`src/rtl/pixel_write_queue.sv`:
```
// Pixel FIFO between the shape drawing engines and the VGA adapter write port.
// Clips off-screen requests and can run a full-screen clear sweep.
module pixel_write_queue #(
  parameter int         DEPTH        = 16,
  parameter int         ADDR_W       = 4,
  parameter int         SCREEN_W     = 160,
  parameter int         SCREEN_H     = 120,
  parameter logic [2:0] CLEAR_COLOUR = 3'b000
) (
  input  logic              clock,
  input  logic              reset,
  input  logic [7:0]        in_x,
  input  logic [6:0]        in_y,
  input  logic [2:0]        in_colour,
  input  logic              in_plot,
  output logic              in_ready,
  input  logic              clear_req,
  output logic              clear_busy,
  output logic [7:0]        vga_x,
  output logic [6:0]        vga_y,
  output logic [2:0]        vga_colour,
  output logic              vga_writeEn,
  input  logic              vga_stall,
  output logic [ADDR_W:0]   fill_level,
  output logic [7:0]        clip_count,
  output logic [1:0]        o_dbg_state
);

  typedef enum logic [1:0] {
    ST_IDLE   = 2'd0,
    ST_DRAIN  = 2'd1,
    ST_SWEEP  = 2'd2,
    ST_FINISH = 2'd3
  } state_t;

  localparam logic [7:0]      LP_W      = 8'(SCREEN_W);
  localparam logic [6:0]      LP_H      = 7'(SCREEN_H);
  localparam logic [7:0]      LP_X_LAST = 8'(SCREEN_W - 1);
  localparam logic [6:0]      LP_Y_LAST = 7'(SCREEN_H - 1);
  localparam logic [ADDR_W:0] LP_DEPTH  = (ADDR_W + 1)'(DEPTH);

  state_t              r_state;
  state_t              w_state_next;
  logic [17:0]         r_mem [DEPTH];
  logic [ADDR_W-1:0]   r_wr_ptr;
  logic [ADDR_W-1:0]   r_rd_ptr;
  logic [7:0]          r_cx;
  logic [6:0]          r_cy;

  logic w_onscreen;
  logic w_accept;
  logic w_push;
  logic w_pop;
  logic w_transfer;
  logic w_load;
  logic w_sweep_last;

  // Handshakes: input side takes a request on an edge with in_plot=1 and
  // in_ready=1; output side transfers on an edge with vga_writeEn=1 and
  // vga_stall=0, and vga_* hold while vga_writeEn=1 and vga_stall=1.
  assign in_ready     = (r_state == ST_IDLE) && (fill_level < LP_DEPTH);
  assign clear_busy   = (r_state != ST_IDLE);
  assign o_dbg_state  = r_state;

  assign w_onscreen   = (in_x < LP_W) && (in_y < LP_H);
  assign w_accept     = in_plot && in_ready;
  assign w_push       = w_accept && w_onscreen;
  assign w_transfer   = vga_writeEn && !vga_stall;
  assign w_load       = !vga_writeEn || w_transfer;
  assign w_pop        = w_load && (fill_level != '0) &&
                        ((r_state == ST_IDLE) || (r_state == ST_DRAIN));
  assign w_sweep_last = (r_cx == LP_X_LAST) && (r_cy == LP_Y_LAST);

  always_ff @(posedge clock) begin
    if (reset) begin
      r_state <= ST_IDLE;
    end else begin
      r_state <= w_state_next;
    end
  end

  always_comb begin
    w_state_next = r_state;
    case (r_state)
      ST_IDLE:   if (clear_req) w_state_next = ST_DRAIN;
      // The output stage must be free too, so queued pixels all leave first.
      ST_DRAIN:  if ((fill_level == '0) && w_load) w_state_next = ST_SWEEP;
      ST_SWEEP:  if (w_load && w_sweep_last) w_state_next = ST_FINISH;
      ST_FINISH: if (w_transfer) w_state_next = ST_IDLE;
      default:   w_state_next = ST_IDLE;
    endcase
  end

  always_ff @(posedge clock) begin
    if (w_push) begin
      r_mem[r_wr_ptr] <= {in_x, in_y, in_colour};
    end
  end

  always_ff @(posedge clock) begin
    if (reset) begin
      r_wr_ptr   <= '0;
      r_rd_ptr   <= '0;
      fill_level <= '0;
    end else begin
      if (w_push) r_wr_ptr <= r_wr_ptr + 1'b1;
      if (w_pop)  r_rd_ptr <= r_rd_ptr + 1'b1;
      case ({w_push, w_pop})
        2'b10:   fill_level <= fill_level + 1'b1;
        2'b01:   fill_level <= fill_level - 1'b1;
        default: fill_level <= fill_level;
      endcase
    end
  end

  always_ff @(posedge clock) begin
    if (reset) begin
      clip_count <= '0;
    end else if (w_accept && !w_onscreen && (clip_count != 8'hFF)) begin
      clip_count <= clip_count + 8'd1;
    end
  end

  always_ff @(posedge clock) begin
    if (reset) begin
      r_cx <= '0;
      r_cy <= '0;
    end else if (r_state == ST_DRAIN) begin
      r_cx <= '0;
      r_cy <= '0;
    end else if ((r_state == ST_SWEEP) && w_load) begin
      if (r_cx == LP_X_LAST) begin
        r_cx <= '0;
        r_cy <= r_cy + 7'd1;
      end else begin
        r_cx <= r_cx + 8'd1;
      end
    end
  end

  always_ff @(posedge clock) begin
    if (reset) begin
      vga_writeEn <= 1'b0;
      vga_x       <= '0;
      vga_y       <= '0;
      vga_colour  <= '0;
    end else if (w_load) begin
      if (r_state == ST_SWEEP) begin
        vga_writeEn <= 1'b1;
        vga_x       <= r_cx;
        vga_y       <= r_cy;
        vga_colour  <= CLEAR_COLOUR;
      end else if (w_pop) begin
        vga_writeEn <= 1'b1;
        {vga_x, vga_y, vga_colour} <= r_mem[r_rd_ptr];
      end else begin
        vga_writeEn <= 1'b0;
      end
    end
  end

endmodule
```
`config.mk`:
```
export PLATFORM = sky130hd
export DESIGN_NAME = pixel_write_queue
export DESIGN_NICKNAME = d
export VERILOG_FILES = /design/src/rtl/pixel_write_queue.sv
export SDC_FILE = /design/constraint.sdc
export NUM_CORES = 1
export LEC_CHECK = 0
export CAP_MARGIN = 20
export CORE_MARGIN = 2
export CORE_UTILIZATION = 40
export CTS_CLUSTER_DIAMETER = 50
export DETAILED_ROUTE_END_ITERATION = 7
export GPL_TIMING_DRIVEN = 1
export PLACE_DENSITY = 0.56
export SLEW_MARGIN = 20
export SYNTH_ARGS = -nofsm -noshare
export SYNTH_HDL_FRONTEND = slang
export SYNTH_SLANG_ARGS = --single-unit
```
`constraint.sdc`:
```
create_clock -name clock -period 3.96 [get_ports clock]
set_input_delay 0.792 -clock clock [delete_from_list [all_inputs] [get_ports clock]]
set_output_delay 0.792 -clock clock [all_outputs]
set_load 0.05 [all_outputs]
```
==> impl_results.md <==
* HPWL Detailed at 19,900 µm
* Initial antenna violation count at 1
* Mux cell area share after synthesis at 12.3%
* Dominant cell type by area after synthesis: edfxtp_1
* Pin count of the biggest net entering global routing at 43
* # IOs at 59
* Final GP Congestion at 0.781
* Max_slew headroom at 25.7%
* Top_reg_cell synth: edfxtp_1
* Post-DP Area at 0.0153 mm²
* WL met3 at 1390 µm
* Outcome: completed
* DRT iter0 DRCs at 575
* Register area at 0.00988 mm²
* DRT antenna net count at 0
* Internal Power at 7.47 mW
* Final setup violation count at 0
* Unrepaired setup endpoints after global routing: false
* Cells after Synth at 833
* Post-synth top area share at 62.3%
* Pwr dens at 651 mW/mm²
* Sequential fraction of design power at 40.8%
* Uppermost routed layer: met4
* Number of antenna diodes at 0
* Clock share of power at 33.2%
* First-pass GRT wire length at 47,100 µm
* Crit end category: primary output
* Seq/Total Area, Yosys at 71.1%
* Class of the worst hold path: reg -> reg
* Period Utilization, post-route at 77.5%
* # fillers at 2,899
* M1 WL at 14,200 µm
* Layout net count at 979
* Peak supply drop at 600 µV
* Max Cap Viol at 0
* Latest clock arrival within the worst-skew pair at 0.52 ns
* Xor and xnor area share after synthesis at 1.64%
* Global Route Usage Sum at 17.6%
* Area contributors post-synth: edfxtp_1 (62%), mux4_2 (9.4%), dfxtp_1 (8.8%), mux2i_1 (2.7%), nor2_1 (1.7%)
* Comb pwr share at 26.0%
* Grt ovf at 0
* Die extent in x at 190 µm
* Critical Path Start Type: register
* Row count at 68
* Crit Path Max Fanout at 5
* Cts hold-fix bufs at 0
* Sw Share at 30.8%
* Die H at 190 µm
* TritonCTS clock tree: done
* Final Hold Fails at 0
* Synth Area in Compound Gates at 5.67%
* # clock sinks at 349
* Htree depth at 2
* Design Area, Final at 0.0166 mm²
* Drt pass-1 iters at 5
* Starting density of the core at 40.4%
* Post-Route Utilization at 48.3%
* Mapped Nets at 871
* FFs w/ async S/R, synth at 0%
* Worst EP required at 3.17 ns
* Peak Freq at 326 MHz
* Worst hold start: vga_y[3]
* Worst-Margin Slew at 1.11 ns
* Final Max Slew Viols at 0
* Worst R2R Start: o_dbg_state[1]
* Final Skew at 0.0107 ns
* Mean Syn Cell Area at 16.7 µm²
* Post-synth EDFFs at 288
* Final TNS setup at 0 ns
* Switching pwr at 3.32 mW
* Clock tree buffer depth at 3
* YS warnings at 0
* Post-CTS Resized at 0
* Root Driver: clkbuf_16
* Fraction of the mapped netlist area in simple logic gates at 6.03%
* Adder-cell share of the synthesized area at 1.35%
* WS Path Type: reg -> out
* Core Footprint at 0.0344 mm²
* Postcts setup bufs at 0
* Most frequent cell after synthesis: edfxtp_1
* Share of cells above drive strength 1 at 21.8%
* Yosys reg bits at 349
* Avg WL per Cell at 21.8 µm
* # DRC at 0
* Final WL at 31,000 µm
* CP arrival at 2.28 ns
* Synth-to-layout area growth at 19.4%
* Synth cell count leaders: edfxtp_1 (288), nor2_1 (64), dfxtp_1 (61)
* Vias in the first global route at 7,554
* Die area at 0.0362 mm²
* Met2 routed WL at 14,800 µm
* LEAKAGE at 5.39 nW
* CP startpoint: o_dbg_state[1]
* Fin crit period at 3.07 ns
* IO buf count at 58
* Vias per cell at 5.32
* Mapped Area at 0.0139 mm²
* Num CTS Buffers at 38
* Vias after detailed routing at 7,579
* Yosys cell types at 56
* Largest family of logic cells by synthesized area: multiplexers
* CTS clk-pin slew, worst paths at 0.06 ns
* Multi-input gate area at 0.00380 mm²
## cell type report
class / count / share of cell area (%)
flip-flops and latches: 349 / 59.5
clock buffers: 51 / 6.40
inverters: 11 / 0.264
well taps: 455 / 3.43
repair buffers: 113 / 6.14
multi-input cells: 428 / 22.9
clock inverters: 18 / 1.32
## cell families (layout without fill, tap and decap cells)
| logic type | count (synthesis) | after routing |
|---|---|---|
| AO/OA/AOI/OAI | 118 | 118 |
| flip-flops | 349 | 349 |
| AND/OR/NAND/NOR | 171 | 171 |
| adder cells (fa/ha/maj) | 15 | 15 |
| multiplexers | 98 | 98 |
| buffers and inverters | 56 | 193 |
| XOR/XNOR | 26 | 26 |
## stage by stage
step                      hold slack (ns)  instances  setup slack [ns]  total power [mW]
after floorplan                     0.459        833             0.605              6.40
after global placement              0.439       1356             0.434              7.29
after detailed placement            0.444       1356             0.383              7.31
after CTS                           0.452       1425             0.875              10.9
after global routing                0.472       1425             0.674              11.3
final                               0.448       1425             0.890              10.8
## cell usage in the layout (no fill, tap or decap), types with 14 or more instances in the layout
master,synthesis,final
buf_4,4,53
clkbuf_16,0,39
a21oi_1,33,33
clkdlybuf4s50_1,0,58
nand2_1,37,37
a221o_1,14,14
ha_1,15,15
edfxtp_1,288,288
nor2_1,64,52
mux2i_1,37,37
a31oi_1,18,18
xor2_1,19,19
dfxtp_1,61,58
mux4_2,58,58
o21ai_0,28,28
## layer usage
| layer | vias up | GRT usage (%) |
|---|---|---|
| met3 | 46 | 2.89 |
| met2 | 181 | 28.3 |
| met4 | 0 | 4.68 |
| li1 | 3492 | - |
| met1 | 3860 | 24.8 |
| met5 | - | 0 |
## sequential cells by signal, indices dropped and copies added (netlist names), named ones only
signal and flops:
vga_writeEn 1, vga_colour 3, r_wr_ptr 4, r_rd_ptr 4, o_dbg_state 2, r_mem 288, r_cy 7, clip_count 8
fill_level 5, vga_x 8, vga_y 7, r_cx 8
## power groups by stage
| stage | clock network (mW) | registers, mW | logic [mW] |
|---|---|---|---|
| after CTS | 3.65 | 4.41 | 2.83 |
| after floorplan | 0 | 4.82 | 1.59 |
| after global placement | 0 | 4.49 | 2.80 |
| after detailed placement | 0 | 4.49 | 2.82 |
| final | 3.58 | 4.40 | 2.81 |
| after global routing | 3.80 | 4.44 | 3.02 |
## worst paths after layout
path | slack [ns] | cells after the start | to
setup reg to reg | 0.94 | 12 | fill_level[4]
setup / recovery | 0.89 | 5 | in_ready
hold / removal | 0.45 | 2 | vga_y[3]
hold reg to reg | 0.45 | 2 | vga_y[3]
## critical path, cell delays in order, from the launching register on
cell and delay, ns:
dfxtp_1 0.36, inv_1 0.12, ha_1 0.29, inv_1 0.11, nor2_1 0.09, clkdlybuf4s50_1 0.80
Power figures use the tool's default switching activity.
